`src/rtl/regfile_write_arbiter_if.sv`:
```
// Write-requester bundle for regfile_write_arbiter: per-requester valid/addr/data
// (packed, requester i at slice i) and the combinational ready grant returned.
interface regfile_write_arbiter_if #(
    parameter int NREQ   = 3,
    parameter int DATA_W = 16,
    parameter int ADDR_W = 4
);
    logic [NREQ-1:0]        req_valid;
    logic [NREQ*ADDR_W-1:0] req_addr;
    logic [NREQ*DATA_W-1:0] req_data;
    logic [NREQ-1:0]        req_ready;

    modport master (output req_valid, req_addr, req_data, input req_ready);
    modport slave  (input req_valid, req_addr, req_data, output req_ready);
endinterface

```
`src/rtl/regfile_write_arbiter.sv`:
```
// Round-robin owner of the register file write port. Define REGFILE_ARB_CLEAR_EN
// to add the zero-sweep sequencer that runs after reset and on clear_req.

// Per-requester slice of the one-hot AND-OR write mux.
module regfile_write_arbiter_lane #(
    parameter int DATA_W = 16,
    parameter int ADDR_W = 4
) (
    input  logic              sel,
    input  logic [ADDR_W-1:0] addr,
    input  logic [DATA_W-1:0] data,
    output logic [ADDR_W-1:0] addr_term,
    output logic [DATA_W-1:0] data_term
);
    assign addr_term = sel ? addr : '0;
    assign data_term = sel ? data : '0;
endmodule

module regfile_write_arbiter #(
    parameter int NREQ   = 3,
    parameter int DATA_W = 16,
    parameter int ADDR_W = 4
) (
    input  logic                    clk,
    input  logic                    reset_n,
    regfile_write_arbiter_if.slave  req,
    input  logic                    clear_req,
    output logic                    busy,
    output logic [1:0]              grant_id,
    output logic                    rf_write_en,
    output logic [ADDR_W-1:0]       rf_write_addr,
    output logic [DATA_W-1:0]       rf_data_in
);
    localparam logic [0:0] ST_CLEAR = 1'b0;
    localparam logic [0:0] ST_ARB   = 1'b1;

    logic [1:0]                        ptr;
    logic [NREQ-1:0]                   gnt;
    logic [1:0]                        gnt_idx;
    logic [NREQ-1:0]                   ready;
    logic                              blocked;
    logic                              sweeping;
    logic                              xfer;
    logic [ADDR_W-1:0]                 sweep_addr;
    logic [NREQ-1:0][ADDR_W-1:0]       addr_term;
    logic [NREQ-1:0][DATA_W-1:0]       data_term;
    logic [ADDR_W-1:0]                 sel_addr;
    logic [DATA_W-1:0]                 sel_data;

`ifdef REGFILE_ARB_CLEAR_EN
    logic [0:0]        state;
    logic [ADDR_W-1:0] cnt;

    always_ff @(posedge clk or negedge reset_n) begin
        if (!reset_n) begin
            state <= ST_CLEAR;
            cnt   <= '0;
        end else if (state == ST_CLEAR) begin
            if (cnt == {ADDR_W{1'b1}}) begin
                state <= ST_ARB;
                cnt   <= '0;
            end else begin
                cnt <= cnt + 1'b1;
            end
        end else if (clear_req) begin
            state <= ST_CLEAR;
        end
    end

    assign sweeping   = (state == ST_CLEAR);
    assign sweep_addr = cnt;
    // A clear request steals its own cycle so no write races the sweep.
    assign blocked    = sweeping || clear_req;
`else
    logic unused_clear_req;
    assign unused_clear_req = clear_req;
    assign sweeping   = 1'b0;
    assign sweep_addr = '0;
    assign blocked    = 1'b0;
`endif

    assign busy = sweeping;

    // First valid requester at or after ptr, wrapping modulo NREQ.
    always_comb begin
        logic       found;
        logic [2:0] j;
        gnt     = '0;
        gnt_idx = '0;
        found   = 1'b0;
        j       = '0;
        for (int k = 0; k < NREQ; k++) begin
            j = {1'b0, ptr} + 3'(k);
            if (j >= 3'(NREQ)) j = j - 3'(NREQ);
            if (!found && req.req_valid[j[1:0]]) begin
                found         = 1'b1;
                gnt[j[1:0]]   = 1'b1;
                gnt_idx       = j[1:0];
            end
        end
    end

    assign ready         = blocked ? '0 : gnt;
    assign req.req_ready = ready;
    assign xfer          = |ready;

    for (genvar i = 0; i < NREQ; i++) begin : g_lane
        regfile_write_arbiter_lane #(.DATA_W(DATA_W), .ADDR_W(ADDR_W)) u_lane (
            .sel       (ready[i]),
            .addr      (req.req_addr[i*ADDR_W +: ADDR_W]),
            .data      (req.req_data[i*DATA_W +: DATA_W]),
            .addr_term (addr_term[i]),
            .data_term (data_term[i])
        );
    end

    always_comb begin
        sel_addr = '0;
        sel_data = '0;
        for (int i = 0; i < NREQ; i++) begin
            sel_addr = sel_addr | addr_term[i];
            sel_data = sel_data | data_term[i];
        end
    end

    always_ff @(posedge clk or negedge reset_n) begin
        if (!reset_n) begin
            rf_write_en   <= 1'b0;
            rf_write_addr <= '0;
            rf_data_in    <= '0;
            grant_id      <= '0;
            ptr           <= '0;
        end else if (sweeping) begin
            rf_write_en   <= 1'b1;
            rf_write_addr <= sweep_addr;
            rf_data_in    <= '0;
        end else if (xfer) begin
            rf_write_en   <= 1'b1;
            rf_write_addr <= sel_addr;
            rf_data_in    <= sel_data;
            grant_id      <= gnt_idx;
            ptr           <= (gnt_idx == 2'(NREQ-1)) ? 2'd0 : gnt_idx + 2'd1;
        end else begin
            rf_write_en   <= 1'b0;
        end
    end

    a_ready_onehot: assert property (@(posedge clk) disable iff (!reset_n)
        $onehot0(ready));
    a_ready_valid: assert property (@(posedge clk) disable iff (!reset_n)
        (ready & ~req.req_valid) == '0);
    a_ready_idle: assert property (@(posedge clk) disable iff (!reset_n)
        busy |-> (ready == '0));
endmodule

```
`src/flat_wrapper.sv`:
```
// flat-port wrapper written by rule: the top's interface ports become plain ports
module regfile_write_arbiter_flat 
#(
    parameter int NREQ   = 3,
    parameter int DATA_W = 16,
    parameter int ADDR_W = 4
)
  (clk, reset_n, clear_req, busy, grant_id, rf_write_en, rf_write_addr, rf_data_in, req_req_valid, req_req_addr, req_req_data, req_req_ready);
  regfile_write_arbiter_if #(.NREQ(NREQ), .DATA_W(DATA_W), .ADDR_W(ADDR_W)) req_i ();
  input  logic clk;
  input  logic reset_n;
  input  logic clear_req;
  output logic busy;
  output logic [1:0] grant_id;
  output logic rf_write_en;
  output logic [ADDR_W-1:0] rf_write_addr;
  output logic [DATA_W-1:0] rf_data_in;
  input wire logic [$bits(req_i.req_valid)-1:0] req_req_valid;
  input wire logic [$bits(req_i.req_addr)-1:0] req_req_addr;
  input wire logic [$bits(req_i.req_data)-1:0] req_req_data;
  output wire logic [$bits(req_i.req_ready)-1:0] req_req_ready;
  assign req_i.req_valid = req_req_valid;
  assign req_i.req_addr = req_req_addr;
  assign req_i.req_data = req_req_data;
  assign req_req_ready = req_i.req_ready;
  regfile_write_arbiter #(.NREQ(NREQ), .DATA_W(DATA_W), .ADDR_W(ADDR_W)) u_core (.clk(clk), .reset_n(reset_n), .req(req_i), .clear_req(clear_req), .busy(busy), .grant_id(grant_id), .rf_write_en(rf_write_en), .rf_write_addr(rf_write_addr), .rf_data_in(rf_data_in));
endmodule
```
`config.mk`:
```
export PLATFORM = sky130hd
export DESIGN_NAME = regfile_write_arbiter_flat
export DESIGN_NICKNAME = d
export VERILOG_FILES = /design/src/rtl/regfile_write_arbiter_if.sv /design/src/rtl/regfile_write_arbiter.sv /design/src/flat_wrapper.sv
export SDC_FILE = /design/constraint.sdc
export NUM_CORES = 1
export LEC_CHECK = 0
export CORE_MARGIN = 4
export CORE_UTILIZATION = 37
export DETAILED_ROUTE_END_ITERATION = 10
export PLACE_DENSITY_LB_ADDON = 0.2
export SLEW_MARGIN = 10
export SYNTH_ARGS = -nofsm -noshare
export SYNTH_HDL_FRONTEND = slang
export SYNTH_SLANG_ARGS = --single-unit
```
`constraint.sdc`:
```
create_clock -name clk -period 3 [get_ports clk]
set_input_delay 0.75 -clock clk [delete_from_list [all_inputs] [get_ports clk]]
set_output_delay 0.75 -clock clk [all_outputs]
set_load 0.005 [all_outputs]
```
# After elaboration in Yosys (flattened, before gate mapping)
# Cells that the tools add are included.
[op_classes]
add_sub_neg = 6
n_lt_le_gt_ge = 9
muxes = 31
reduce_logical = 8
bitwise = 6
eq_ne = 1
[ops]
columns = ["cell", "count"]
rows = [
  ["16-bit 2-to-1 mux", 3],
  ["16-bit OR", 2],
  ["2-bit 2-to-1 mux", 7],
  ["4-bit 2-to-1 mux", 3],
  ["2-bit by 3-bit < comparator with 1-bit output (second input constant)", 3],
  ["1-bit 2-to-1 mux", 9],
  ["3-bit 2-to-1 mux", 3],
  ["4-bit OR", 2],
  ["1-bit binary-select mux with 2-bit select", 3],
  ["1-bit demux with 2-bit select", 3],
  ["2-bit by 1-bit greater-or-equal comparator with 1-bit output (second input constant)", 3],
  ["3-bit by 2-bit greater-or-equal comparator with 1-bit output (second input constant)", 2],
  ["3-bit OR", 2],
  ["2-bit subtractor (second input constant)", 3],
  ["1-bit logical AND", 5],
  ["2-bit by 1-bit adder with 3-bit output (second input constant)", 1],
  ["2-bit by 2-bit adder with 3-bit output (second input constant)", 1],
  ["3-bit OR reduction", 1],
  ["2-bit by 1-bit adder with 2-bit output (second input constant)", 1],
  ["2-bit equality test (second input constant)", 1],
  ["2-bit greater-or-equal comparator (second input constant)", 1],
  ["1-bit logical NOT", 2],
]
[totals]
reg_bits = 25
out_inout_bits = 27
in_bits = 66
elab_cells = 66

# Depth between registers and ports, before layout
# Gate-level depths: netlist of run 1.
[logic_depth]
depth_word = 14
mapped_depth = 10
ltp_nobuf = 8

# Hierarchy
# From an unflattened synthesis of run 1, not the netlist that was laid out.
[unflattened]
cells_unflattened = 182
hier_area_um2 = 1919.3
[by_module_without_submodules]
columns = ["mod", "cells_per_inst", "seq_area_each_um2", "instances", "area_each_um2"]
rows = [
  ["regfile_write_arbiter", 116, 625.6, 1, 1457.6],
  ["regfile_write_arbiter_lane", 22, 0.0, 3, 153.9],
]

# Worst setup path after synthesis of run 1
# Ideal clock, no wire load.
[synth_path]
path_kind = "register to output"
startpoint = "register u_core.ptr[0]"
endpoint = "output req_req_ready[0]"
slack_ns = 0.379
required_ns = 2.250
path_stages_with_launch = 10
arrival_ns = 1.871
path_buffers = 3
cell_sequence = "dfrtp_1 inv_1 ha_1 buf_6 mux2i_1 a2bb2oi_2 mux2i_1 o21ai_4 buf_2 buf_4"
[synth_between]
elab_chain_cells = 11
elab_cells_between_ends = 43
cone_classes = "5 x add/sub; 9 x order compare; 20 x mux; 2 x bitwise; 7 x reduce/logical"
[synth_lines]
columns = ["item", "line_no", "text"]
rows = [
  ["start, declared", "regfile_write_arbiter.sv:37", "logic [1:0] ptr;"],
  ["start signal, assigned", "regfile_write_arbiter.sv:142", "ptr <= (gnt_idx == 2'(NREQ-1)) ? 2'd0 : gnt_idx + 2'd1;"],
  ["2-bit by 1-bit adder with 3-bit output, or another cell as far along", "regfile_write_arbiter.sv:93", "j = {1'b0, ptr} + 3'(k);"],
  ["3-bit by 2-bit greater-or-equal comparator with 1-bit output, or another cell as far along", "regfile_write_arbiter.sv:94", "if (j >= 3'(NREQ)) j = j - 3'(NREQ);"],
  ["2-bit 2-to-1 mux, or another cell as far along", "regfile_write_arbiter.sv:94", ""],
  ["2-bit by 3-bit < comparator with 1-bit output (implied by the code), or another cell as far along", "regfile_write_arbiter.sv:97", "gnt[j[1:0]] = 1'b1;"],
  ["1-bit logical AND (implied by the code), or another cell as far along", "regfile_write_arbiter.sv:97", ""],
  ["1-bit 2-to-1 mux (implied by the code), or another cell as far along", "regfile_write_arbiter.sv:97", ""],
  ["1-bit demux with 2-bit select, or another cell as far along", "-", ""],
  ["3-bit OR (no line) / 1-bit 2-to-1 mux (equally long branches)", "-", ""],
  ["3-bit 2-to-1 mux / 1-bit logical NOT (equally long branches)", "regfile_write_arbiter.sv:95", "if (!found && req.req_valid[j[1:0]]) begin"],
  ["3-bit OR (no line) / 1-bit logical AND (equally long branches)", "-", ""],
  ["3-bit 2-to-1 mux *", "regfile_write_arbiter.sv:95", ""],
  ["end, declared", "flat_wrapper.sv:21", "output wire logic [$bits(req_i.req_ready)-1:0] req_req_ready;"],
]
# Mark *: on every way between the ends. The rest lies on a longest branch, timed or not. The select of a mux whose other input is x is not followed.

# Final worst setup path of run 1
[layout_path]
startpoint = "input req_req_valid[1]"
endpoint = "output req_req_ready[2]"
[layout_between]
elab_chain_cells = 9
elab_cells_between_ends = 17
cone_classes = "11 x mux; 2 x bitwise; 4 x reduce/logical"
[layout_lines]
columns = ["item", "line_no", "text"]
rows = [
  ["start, declared", "flat_wrapper.sv:18", "input wire logic [$bits(req_i.req_valid)-1:0] req_req_valid;"],
  ["1-bit binary-select mux with 2-bit select", "regfile_write_arbiter.sv:95", ""],
  ["1-bit 2-to-1 mux (implied by the code)", "regfile_write_arbiter.sv:95", ""],
  ["1-bit 2-to-1 mux", "regfile_write_arbiter.sv:95", ""],
  ["1-bit logical NOT", "regfile_write_arbiter.sv:95", ""],
  ["1-bit logical AND", "regfile_write_arbiter.sv:95", ""],
  ["1-bit 2-to-1 mux", "regfile_write_arbiter.sv:95", ""],
  ["1-bit logical NOT", "regfile_write_arbiter.sv:95", ""],
  ["1-bit logical AND", "regfile_write_arbiter.sv:95", ""],
  ["3-bit 2-to-1 mux *", "regfile_write_arbiter.sv:95", ""],
]
# Marks and branches as above.

==> flow_metrics.env, run 1 <==
export IMPL_ys_seq_area_frac=0.4174
export IMPL_rrSetupSlack_ns=0.42
export IMPL_antenna_found_initial=0
export IMPL_fin_skew_ns=0.006044
export IMPL_synthCells=126
export IMPL_crit_family="buffers and inverters"
export IMPL_drtIter0Drc=84
export IMPL_die_area_um2=5134
export IMPL_track_usage=0.1804
export IMPL_critPathLaunchType="input pin"
export IMPL_hpwl_mm=3.561
export IMPL_coreArea_um2=3799
export IMPL_remaining_drc_errors=0
export IMPL_area_growth_pct=71.45
export IMPL_cellPowerDensity_nw_per_um2=1140
export IMPL_crit_start="req_req_valid[1]"
export IMPL_min_period_ns=2.957
export IMPL_clk_insertion_delay_late_ns=0.27
export IMPL_vias=1453
export IMPL_hold_buffers=0
export IMPL_avgSynthCellArea_um2=11.90
export IMPL_ys_ff_latch=25
export IMPL_rows=22
export IMPL_cp_required_ns=2.25
export IMPL_criticalPathCategory="in2out"
export IMPL_synth_common_cells="dfrtp_1 (25), a221o_1 (20), a22o_1 (20), buf_6 (6), buf_4 (5)"
export IMPL_stdcell_area_um2=2570
export IMPL_outcome="completed"
export IMPL_final_nets=296
export IMPL_crit_path_max_incr_delay_ns=0.49
export IMPL_clockBufferDepth=2
export IMPL_fin_tns_setup_ns=0
export IMPL_yosysWarnings=0
export IMPL_crit_cells=6
export IMPL_synth_top_area_frac=0.4174
export IMPL_cp_end_kind="output pin"
export IMPL_r2r_end="u_core.ptr[0]$_DFFE_PN0P_"
export IMPL_power_total_mw=2.931
export IMPL_arrival_ns=2.21
export IMPL_grt_first_pass_wirelength_mm=7.417
export IMPL_place_congestion=0.8990
export IMPL_cp_slowest_cell="clkdlybuf4s50_1"
export IMPL_cts_buffers=3
export IMPL_crit_path_end="req_req_ready[2]"
export IMPL_p_leak_nw=1.086
export IMPL_async_reset_ff_frac=1.000
export IMPL_synthDistinctLibCells=34
export IMPL_fp_dieW_um=71.65
export IMPL_synthMostInstantiatedCell="dfrtp_1"
export IMPL_cts_clk_slew_worst_paths_ns=0.08
export IMPL_finish_utilization=0.6765
export IMPL_grt_pass1_vias=1526
export IMPL_antenna_left=0
export IMPL_syn_area_um2=1499
export IMPL_diodes=0
export IMPL_yosysTopAreaCell="dfrtp_1"
export IMPL_crit_fanout=2
export IMPL_overflow=0
export IMPL_cts_max_level=1
export IMPL_pin_count=93
export IMPL_grt_setup_unrepaired="true"
export IMPL_maxCapViolCount=0
export IMPL_synth_edf_count=0
export IMPL_cts_sinks=25
export IMPL_worstReg2RegStart="u_core.ptr[0]$_DFFE_PN0P_"
export IMPL_syn_nets=196
export IMPL_hold_violations=0
export IMPL_holdCritPathClass="reg2reg"
export IMPL_ir_drop_mv=0.9456
export IMPL_first_pass_iters=4
export IMPL_die_h_um=71.65
export IMPL_grt_max_degree=26
export IMPL_n_fill_cell=292
export IMPL_crit_chain="clkdlybuf4s50_1 -> mux2i_1 -> or2_2 -> a21oi_2 -> a21bo_1 -> dlygate4sd2_1"
export IMPL_dpl_cell_area_um2=2479
export IMPL_ys_top_cells_by_area="dfrtp_1 (42%), a221o_1 (13%), a22o_1 (12%)"
export IMPL_final_layout_size_suffix_gt1_frac=0.1911
export IMPL_final_max_slew_viol_count=0
export IMPL_drt_wl_total_mm=4.704
export IMPL_cts_root_buf="clkbuf_8"
export IMPL_setup_viol=0
export IMPL_wire_per_inst_um=17.23
export IMPL_portBuffers=90
export IMPL_reg2reg_depth=10
export IMPL_start_util=0.3946
export IMPL_vias_per_cell=5.322
export IMPL_cts_tree="built"
export IMPL_hold_path_depth=1
export IMPL_hold_slack_ns=0.5149
export IMPL_ys_flop_type="dfrtp_1"
export IMPL_fmax_ghz=0.3381
export IMPL_min_period_over_period=0.9858
export IMPL_cp_num_buf_inv=2
==> worst min path at each step <==
stage,start,to
6_report,u_core.grant_id[0]$_DFFE_PN0P_,u_core.grant_id[0]$_DFFE_PN0P_
5_1_grt,u_core.rf_data_in[1]$_DFFE_PN0P_,u_core.rf_data_in[1]$_DFFE_PN0P_
4_1_cts,u_core.grant_id[0]$_DFFE_PN0P_,u_core.grant_id[0]$_DFFE_PN0P_
3_5_place_dp,u_core.rf_data_in[11]$_DFFE_PN0P_,u_core.rf_data_in[11]$_DFFE_PN0P_
3_3_place_gp,u_core.grant_id[1]$_DFFE_PN0P_,u_core.grant_id[1]$_DFFE_PN0P_
2_1_floorplan,reset_n,u_core.grant_id[0]$_DFFE_PN0P_
==> kinds of logic after synthesis <==
group / after synthesis / share of synthesized area
fa+ha+maj: 4 / 0.03339
other cells: 1 / 0.002502
buf+inv: 17 / 0.08597
mux: 9 / 0.06677
flops: 25 / 0.4174
compound gates: 54 / 0.3289
simple gates: 16 / 0.06511
==> registers in the layout, indices dropped and copies added (netlist names) <==
| signal | flops |
|---|---|
| u_core.grant_id | 2 |
| u_core.ptr | 2 |
| u_core.rf_data_in | 16 |
| u_core.rf_write_addr | 4 |
| u_core.rf_write_en | 1 |
==> power breakdown <==
part           leakage, nW  switching [mW]  total (mW)  internal [mW]
clock network       0.0217           0.112       0.206         0.0943
registers            0.302          0.0954       0.623          0.527
logic                0.763           0.910        2.10           1.19
==> cell usage in the layout, fill, tap and decap left out, types with 2 or more instances in the layout <==
cell type,Yosys,final
clkdlybuf4s50_1,0,87
dfrtp_1,25,25
a22o_1,20,20
a221o_1,20,20
buf_4,5,16
inv_1,4,4
mux2_2,4,4
ha_1,4,4
nand2_1,3,3
a21oi_2,0,3
clkbuf_8,0,3
mux2i_2,0,2
mux2i_1,4,2
nand2b_1,2,2
or2_2,2,2
nor2b_1,2,2
nor2_1,2,2
==> metal layers <==
metal	up-vias	track usage	routed length, um
met2	65	0.3041	2325
met5	-	0	0
met1	681	0.2218	1891
met4	0	0.05428	79
li1	697	-	-
met3	10	0.05330	407
==> area by class of cell <==
cell class                      instances  area [um2]  area share
Clock inverter                          1       7.507    0.002921
Inverter                                4       15.01    0.005842
Sequential cell                        25       625.6      0.2434
Multi-Input combinational cell         84       774.5      0.3014
Clock buffer                            3       41.29     0.01607
Tap cell                               48       60.06     0.02337
Timing Repair Buffer                  108        1046      0.4070
==> what timing repair did <==
action / 4_1_cts / 5_1_grt
setup buffers: 1 / 1
endpoints found under the hold margin: 0 / 0
endpoints found under the setup margin: 3 / 3
pin swaps: 1 / 2
resized for setup: 11 / 5
==> through the flow <==
stage	std cells	worst slack, ns
3_5_place_dp	267	-0.2472
6_report	273	0.04258
2_1_floorplan	126	0.3790
4_1_cts	272	0.01209
3_3_place_gp	267	-0.2347
5_1_grt	273	-0.01744
(Power assumes the default switching activity.)
==> run 2, diff against run 1 <==
Settings changed: ABC_AREA set to 0, SKIP_LAST_GASP set to 1.
==> flow_metrics.env, run 2 (synthesized netlist as in run 1, its figures left out) <==
export IMPL_setup_viol=0
export IMPL_reg2reg_depth=11
export IMPL_ir_drop_mv=0.9481
export IMPL_cts_clk_slew_worst_paths_ns=0.08
export IMPL_cts_tree="built"
export IMPL_clockBufferDepth=2
export IMPL_cp_slowest_cell="clkdlybuf4s50_1"
export IMPL_globalRouteMet2Util=0.3041
export IMPL_coreArea_um2=3799
export IMPL_rrSetupSlack_ns=0.34
export IMPL_hold_violations=0
export IMPL_portBuffers=90
export IMPL_holdPathEnd="u_core.grant_id[0]$_DFFE_PN0P_"
export IMPL_cts_max_level=1
export IMPL_final_layout_size_suffix_gt1_frac=0.2080
export IMPL_track_usage=0.1801
export IMPL_outcome="completed"
export IMPL_fp_dieW_um=71.65
export IMPL_hpwl_mm=3.561
export IMPL_vias_per_cell=5.391
export IMPL_mostFrequentLayoutCell="clkdlybuf4s50_1"
export IMPL_grt_max_degree=26
export IMPL_fin_skew_ns=0.005570
export IMPL_cts_buffers=3
export IMPL_dpl_cell_area_um2=2479
export IMPL_diodes=0
export IMPL_cts_sinks=25
export IMPL_wire_per_inst_um=17.33
export IMPL_hold_path_depth=1
export IMPL_cp_required_ns=2.25
export IMPL_n_fill_cell=286
export IMPL_holdCritPathClass="reg2reg"
export IMPL_grt_use_met3=0.05330
export IMPL_vias=1477
export IMPL_final_nets=297
export IMPL_stdcell_area_um2=2611
export IMPL_die_area_um2=5134
export IMPL_rows=22
export IMPL_cts_root_buf="clkbuf_8"
export IMPL_critPathLaunchType="input pin"
export IMPL_clk_insertion_delay_late_ns=0.27
export IMPL_final_max_slew_viol_count=0
export IMPL_p_leak_nw=1.091
export IMPL_fmax_ghz=0.3383
export IMPL_crit_chain="clkdlybuf4s50_1 -> buf_6 -> mux2i_4 -> or2_2 -> a21bo_1 -> dlygate4sd2_1"
export IMPL_antenna_found_initial=0
export IMPL_regMostFlops="u_core.rf_data_in"
export IMPL_grt_pass1_vias=1526
export IMPL_grtUsageMet1=0.2210
export IMPL_antenna_left=0
export IMPL_r2r_end="u_core.rf_data_in[14]$_DFFE_PN0P_"
export IMPL_grt_first_pass_wirelength_mm=7.410
export IMPL_first_pass_iters=4
export IMPL_start_util=0.3946
export IMPL_busiest_layer="met2"
export IMPL_layout_common_cells="clkdlybuf4s50_1 (87), dfrtp_1 (25), a22o_1 (20), a221o_1 (20), buf_4 (17)"
export IMPL_largest_reg_flops=16
export IMPL_min_period_ns=2.956
export IMPL_crit_path_max_incr_delay_ns=0.49
export IMPL_remaining_drc_errors=0
export IMPL_maxCapViolCount=0
export IMPL_die_h_um=71.65
export IMPL_power_total_mw=2.968
export IMPL_cellPowerDensity_nw_per_um2=1137
export IMPL_drtIter0Drc=79
export IMPL_area_growth_pct=74.21
export IMPL_crit_fanout=5
export IMPL_reg_top3="u_core.rf_data_in x16, u_core.rf_write_addr x4"
export IMPL_drt_wl_total_mm=4.748
export IMPL_overflow=0
export IMPL_min_period_over_period=0.9855
export IMPL_criticalPathCategory="in2out"
export IMPL_arrival_ns=2.21
export IMPL_place_congestion=0.8990
export IMPL_pin_count=93
export IMPL_hp_start="u_core.grant_id[0]$_DFFE_PN0P_"
export IMPL_worstReg2RegStart="u_core.ptr[1]$_DFFE_PN0P_"
export IMPL_cp_end_kind="output pin"
-- run 2: cell count changes in the layout (fill, tap and decap cells not counted), sizes merged --
cell | previous run | this run
clkbuf | 3 | 4
-- run 2: power by group --
part	switching (mW)	internal, mW	leakage, nW
registers	0.0979	0.527	0.302
logic	0.922	1.22	0.768
clock network	0.111	0.0943	0.0217
total	1.13	1.84	1.09
-- run 2: cell type report --
type                       instances  area, um2  area share
timing repair buffer             109       1054      0.4035
multi-input combinational         84      808.3      0.3095
sequential                        25      625.6      0.2396
tap                               48      60.06     0.02300
clock buffer                       3      41.29     0.01581
inverter                           4      15.01    0.005750
clock inverter                     1      7.507    0.002875
-- run 2: how the worst max path moves through the flow --
stage                                          from                to  cells after the start
after floorplan           u_core.ptr[0]$_DFFE_PN0P_  req_req_ready[0]                      9
after global placement             req_req_valid[1]  req_req_ready[0]                      7
after detailed placement           req_req_valid[1]  req_req_ready[0]                      7
after CTS                          req_req_valid[1]  req_req_ready[0]                      8
after global routing               req_req_valid[1]  req_req_ready[2]                      6
final                              req_req_valid[1]  req_req_ready[2]                      6
-- run 2: critical path: cells and delay by family --
| family | cells | cell delay [ns] |
|---|---|---|
| compound gates | 1 | 0.18 |
| simple gates | 1 | 0.30 |
| buf+inv | 3 | 0.91 |
| mux | 1 | 0.07 |
-- run 2: per-layer routing --
layer,routed length [um],up-vias
li1,-,702
met1,1843,699
met2,2351,64
met3,459,12
met4,94,0
met5,0,-
-- run 2: timing repair --
item,4_1_cts,5_1_grt
gates resized for setup,8,11
hold buffers,0,0
pin swaps,1,3
cloned,0,0
setup buffers,1,2
setup endpoints to repair,3,3
-- run 2: stage by stage --
| step | TNS, ns | cells | setup WS (ns) | util | hold WS [ns] |
|---|---|---|---|---|---|
| finish | 0 | 274 | 0.04361 | 0.6874 | 0.5149 |
| global route | -0.03066 | 274 | -0.02913 | 0.6874 | 0.5296 |
| CTS | -0.06722 | 272 | -0.06722 | 0.6719 | 0.5177 |
| global placement | -0.6440 | 267 | -0.2347 | 0.6525 | 0.4933 |
| floorplan | 0 | 126 | 0.3790 | - | 0.4544 |
| detailed placement | -0.6911 | 267 | -0.2472 | 0.6525 | 0.4962 |
==> edit 1, RTL diff (flow settings as in run 1) <==
`ADDR_W` is set to 4 in 4 places; all go to 5.
--- a/src/rtl/regfile_write_arbiter_if.sv
+++ b/src/rtl/regfile_write_arbiter_if.sv
@@ -3,7 +3,7 @@
 interface regfile_write_arbiter_if #(
     parameter int NREQ   = 3,
     parameter int DATA_W = 16,
-    parameter int ADDR_W = 4
+    parameter int ADDR_W = 5
 );
     logic [NREQ-1:0]        req_valid;
     logic [NREQ*ADDR_W-1:0] req_addr;
--- a/src/rtl/regfile_write_arbiter.sv
+++ b/src/rtl/regfile_write_arbiter.sv
@@ -4,7 +4,7 @@
 // Per-requester slice of the one-hot AND-OR write mux.
 module regfile_write_arbiter_lane #(
     parameter int DATA_W = 16,
-    parameter int ADDR_W = 4
+    parameter int ADDR_W = 5
 ) (
     input  logic              sel,
     input  logic [ADDR_W-1:0] addr,
@@ -19,7 +19,7 @@
 module regfile_write_arbiter #(
     parameter int NREQ   = 3,
     parameter int DATA_W = 16,
-    parameter int ADDR_W = 4
+    parameter int ADDR_W = 5
 ) (
     input  logic                    clk,
     input  logic                    reset_n,
--- a/src/flat_wrapper.sv
+++ b/src/flat_wrapper.sv
@@ -3,7 +3,7 @@
 #(
     parameter int NREQ   = 3,
     parameter int DATA_W = 16,
-    parameter int ADDR_W = 4
+    parameter int ADDR_W = 5
 )
   (clk, reset_n, clear_req, busy, grant_id, rf_write_en, rf_write_addr, rf_data_in, req_req_valid, req_req_addr, req_req_data, req_req_ready);
   regfile_write_arbiter_if #(.NREQ(NREQ), .DATA_W(DATA_W), .ADDR_W(ADDR_W)) req_i ();
Interface: changed (resized req_req_addr and rf_write_addr); port bits go from 93 to 97. The function was not compared with the original's and may differ.
==> edit 1 against run 1 <==
  * Core utilization is 2.4 points lower
  * First-iteration DRC count is 38% higher
  * Area after synthesis is 14% higher
  * Design area is 12% higher
  * Routed wire length is 17% higher
  * Sequential cell count is 1 higher
  * Synthesized cell count is 44% higher
  * Power is 22% higher
  * Worst setup slack better by 0.026 ns
  * Sequential power is 8.0% higher
  * Count of clock-buffer cells in the layout stayed put
==> edit 1: results (changes against run 1) <==
** Synth
- Sorting the synthesized cells by how often they occur yields 26 x dfrtp_1, 15 x nand2_1, 14 x inv_1, 14 x o21ai_1, 13 x nor2_1.
- Share of synthesized area occupied by flip-flops and latches :: 38.1% (-3.7 points)
- The gate count of the mapped netlist is 182 (+44%).
- In the post-synthesis netlist, the biggest area contributors are dfrtp_1 38%, a2111o_1 7.2%, o221a_1 7.2%.

** Detailed routing
- Via count of the routed design :: 1836 (+26%)
- The number of iterations in the first detailed-routing pass was 5 (+1).
- The DRC violation total after the first TritonRoute iteration is 116 (+38%).
- Total wirelength of the detailed-routed design :: 5500 um (+17%)

** GRT
- Overall global routing resource usage :: 18.3% (+0.26 points)
- Maximum number of pins on one net before global-route repair :: 33 (+27%)
- The wire length of the first global-routing pass came to 8940 um (+20%).

** Status
- Result of the run :: complete, no violations

** Pwr
- The static leakage power was 1.28 nW (+18%).
- The maximum vdd ir drop was 0.000692 V (-27%).

** Critical path
- CP arrival :: 2.18 ns (-0.03 ns)
- The worst setup path is launched from a register.
- Critical R2R Capture :: u_core.rf_data_in[13]$_DFFE_PN0P_
- The delay of the slowest critical-path stage came to 0.42 ns (-0.07 ns).
- Crit Path Max Fanout :: 8 (+6)

** Place
- Post-Place Cells :: 332 (+24%)
- The number of buffer cells added on primary ports was 94 (+4.4%).
- The post-DP HPWL is 4170 um (+17%).
- The post-placement worst setup slack was -0.315 ns (-0.0677 ns).

** STA
- The worst-case clock skew was 0.00124 ns (-0.00481 ns).

** CTS
- Buffer count from post-CTS setup fixing :: 0 (-1)

** Cells and area
- In the final layout, the registers with the most flip-flops are u_core.rf_data_in x16, u_core.rf_write_addr x5.
- Fill cell instance count of the final layout :: 367 (+26%)
edit 1: cell type report:
cell class / instances / area [sq um] / area share, %
flip-flops and latches: 26 / 651 / 22.6
clock inverters: 1 / 30.0 / 1.04
repair buffers: 116 / 1110 / 38.6
multi-input cells: 123 / 925 / 32.1
well taps: 52 / 65.1 / 2.26
clock buffers: 3 / 41.3 / 1.43
inverters: 15 / 56.3 / 1.96
edit 1: logic make-up after synthesis:
logic type / count (synthesis) / synth area share, %
adders and majority gates: 4 / 2.93
AOI/OAI and AO/OA: 74 / 36.5
other: 1 / 0.219
and+or+nand+nor: 41 / 11.3
muxes: 3 / 1.76
buffers and inverters: 33 / 9.22
DFF: 26 / 38.1
edit 1: power groups by stage:
stage	combinational [mW]	sequential, mW	clock, mW
floorplan	1.54	0.678	0
global placement	2.56	0.669	0
detailed placement	2.60	0.672	0
CTS	2.61	0.669	0.305
global route	2.84	0.697	0.319
finish	2.59	0.673	0.298
edit 1: worst min path at each step:
stage / startpoint / to / slack [ns] / cells past startpoint
5_1_grt: u_core.grant_id[0]$_DFFE_PN0P_ / u_core.grant_id[0]$_DFFE_PN0P_ / 0.53 / 1
3_3_place_gp: u_core.grant_id[0]$_DFFE_PN0P_ / u_core.grant_id[0]$_DFFE_PN0P_ / 0.48 / 1
3_5_place_dp: u_core.grant_id[0]$_DFFE_PN0P_ / u_core.grant_id[0]$_DFFE_PN0P_ / 0.48 / 1
6_report: u_core.grant_id[0]$_DFFE_PN0P_ / u_core.grant_id[0]$_DFFE_PN0P_ / 0.50 / 1
2_1_floorplan: reset_n / u_core.grant_id[0]$_DFFE_PN0P_ / 0.45 / 0
4_1_cts: u_core.grant_id[0]$_DFFE_PN0P_ / u_core.grant_id[0]$_DFFE_PN0P_ / 0.51 / 1
edit 1: timing repair:
action | 4_1_cts | 5_1_grt
endpoints found under the hold margin | 0 | 0
pin swaps | 1 | 0
gates resized for setup | 11 | 3
hold buffers | 0 | 0
setup endpoints to repair | 3 | 2
gates cloned | 0 | 0
edit 1: per-layer routing:
layer / vias up / wire length, um / track usage, %
met5: - / 0 / 0
met2: 57 / 2670 / 29.7
met1: 878 / 2460 / 24.6
li1: 893 / - / -
met4: 0 / 59 / 3.02
met3: 8 / 309 / 4.98
==> edit 2, RTL diff (config.mk and constraints of run 1) <==
Made on the original files. The option `REGFILE_ARB_CLEAR_EN` is turned on by a define.
--- a/src/rtl/regfile_write_arbiter.sv
+++ b/src/rtl/regfile_write_arbiter.sv
@@ -2,6 +2,8 @@
 // to add the zero-sweep sequencer that runs after reset and on clear_req.
 
 // Per-requester slice of the one-hot AND-OR write mux.
+`define REGFILE_ARB_CLEAR_EN
+
 module regfile_write_arbiter_lane #(
     parameter int DATA_W = 16,
     parameter int ADDR_W = 4
Formal check against the unedited RTL: not equivalent (Yosys sat finds a counterexample within 4 cycles, from zero or initial values and one cycle with reset_n low).
==> edit 2 against run 1 <==
  * Fmax grew 0.43%
  * Count of clock-buffer cells in the layout up 4
  * Final cell count grew 19%
  * Power fell by 23%
  * Sequential cell count is 5 higher
  * Clock power rose by 59%
  * Clock skew down 0.0017 ns
  * Routed wire length grew 22%
  * Worst setup slack gained 0.013 ns
  * Sequential power is 3% lower
  * Area after synthesis increased by 18%
  * Core utilization decreased by 0.65 points
  * Critical path type unchanged
  * Design area increased by 17%
==> edit 2: results (changes against run 1) <==
** Critical path
- The worst register-to-register path ends at u_core.rf_data_in[3]$_DFFE_PN0P_.
- Slowest-stage cell, CP :: o31a_1
- The worst register-to-register path begins at u_core.ptr[1]$_DFFE_PN0P_.
- Tracing the worst setup path back leads to its startpoint at req_req_valid[2].
- The maximum fanout count along the critical path came to 4 (+2).
- The arrival time of data at the critical path endpoint is 2.19 ns (-0.02 ns).
- The delay of the slowest critical-path stage came to 0.32 ns (-0.17 ns).

** Detailed routing
- Initial DRC count :: 62 (-26%)
- Via count of the routed design :: 1800 (+24%)
- The final wirelength is 5760 um (+22%).

** Pwr
- The maximum vdd ir drop came to 0.000385 V (-59%).
- Pleak :: 1.31 nW (+21%)

** Cells and area
- The share of post-route cells with drive strength above 1 was 22.3% (+3.2 points).
- Nets :: 344 (+16%)
- Fin cells :: 326 (+19%)

** Place
- The final estimated routing congestion in global placement is 0.861 (-4.3%).
- The standard cell area after detailed placement is 2850 sq um (+15%).
- Setup slack at placement :: -0.380 ns (-0.133 ns)
- The total instance count after detailed placement is 313 (+17%).

** Synth
- Area contributors post-synth :: dfrtp_1 42%, a221o_1 11%, a32o_1 5.6%
- Post-synthesis cell count :: 160 (+27%)
- Count of cell types in the netlist :: 44 (+29%)

** Hold path
- Worst Min Path Start :: u_core.cnt[2]$_DFFE_PN0N_
- The path with the worst hold slack has its endpoint at u_core.cnt[2]$_DFFE_PN0N_.

** Status
- The run finished with clean final reports.

** GRT
- Overall global routing resource usage :: 19.0% (+0.93 points)
- The wire length of the first global-routing pass was 9110 um (+23%).
- The largest net degree at the start of global routing was 31 (+19%).

** STA
- The worst slack on hold paths came to 0.498 ns (-0.0170 ns).
- The worst-case clock skew was 0.00437 ns (-0.00167 ns).

** CTS
- Reg clk slew, reported paths :: 0.06 ns (-0.02 ns)
- The H-tree depth is 2 (+1).
[edit 2: cell types whose count changed after synthesis, sizes merged, moves of 5 or more]
cell / change
dfrtp: +5
nand2: +7
a32o: +16
a22o: -20
[edit 2: how the worst max path moves through the flow]
stage / to / slack [ns]
floorplan: req_req_ready[1] / 0.22
global placement: req_req_ready[1] / -0.35
detailed placement: req_req_ready[1] / -0.38
CTS: req_req_ready[1] / 0.04
global route: req_req_ready[1] / -0.0001
finish: req_req_ready[1] / 0.06
[edit 2: kinds of logic (layout without fill, tap and decap cells)]
logic type	after synthesis	after routing	synth area share [%]
AOI/OAI and AO/OA	63	63	31.4
xor gates and xnor gates	1	1	0.493
adders and majority gates	5	5	3.52
buffers and inverters	20	134	6.55
DFF	30	30	42.3
muxes	10	10	6.27
and+or+nand+nor	31	31	9.44
[edit 2: cell type report]
type / instances / area (sq um)
tap: 52 / 65.1
inverter: 7 / 26.3
sequential: 30 / 752
clock buffer: 7 / 86.3
clock inverter: 1 / 5.00
timing repair buffer: 119 / 1130
fill: 385 / 1490
multi-input combinational: 110 / 957
[edit 2: per-layer routing]
metal  global-route usage [%]  wire [um]  up-vias  share of wire (%)
met5                        0          0        -                  0
met4                     3.74         18        0               0.31
met3                     5.97        410        2                7.1
met2                     30.7       2660       73                 46
met1                     25.0       2670      859                 46
li1                         -          -      866                  -
[edit 2: timing repair]
item                                    4_1_cts  5_1_grt
endpoints found under the setup margin        3        2
resized for setup                            13        8
setup buffers                                 4        1
pin swaps                                     3        1
[edit 2: power breakdown]
group / switching, mW / internal, mW / total [mW]
combinational: 0.587 / 0.748 / 1.33
clock: 0.142 / 0.185 / 0.327
sequential: 0.0889 / 0.517 / 0.606
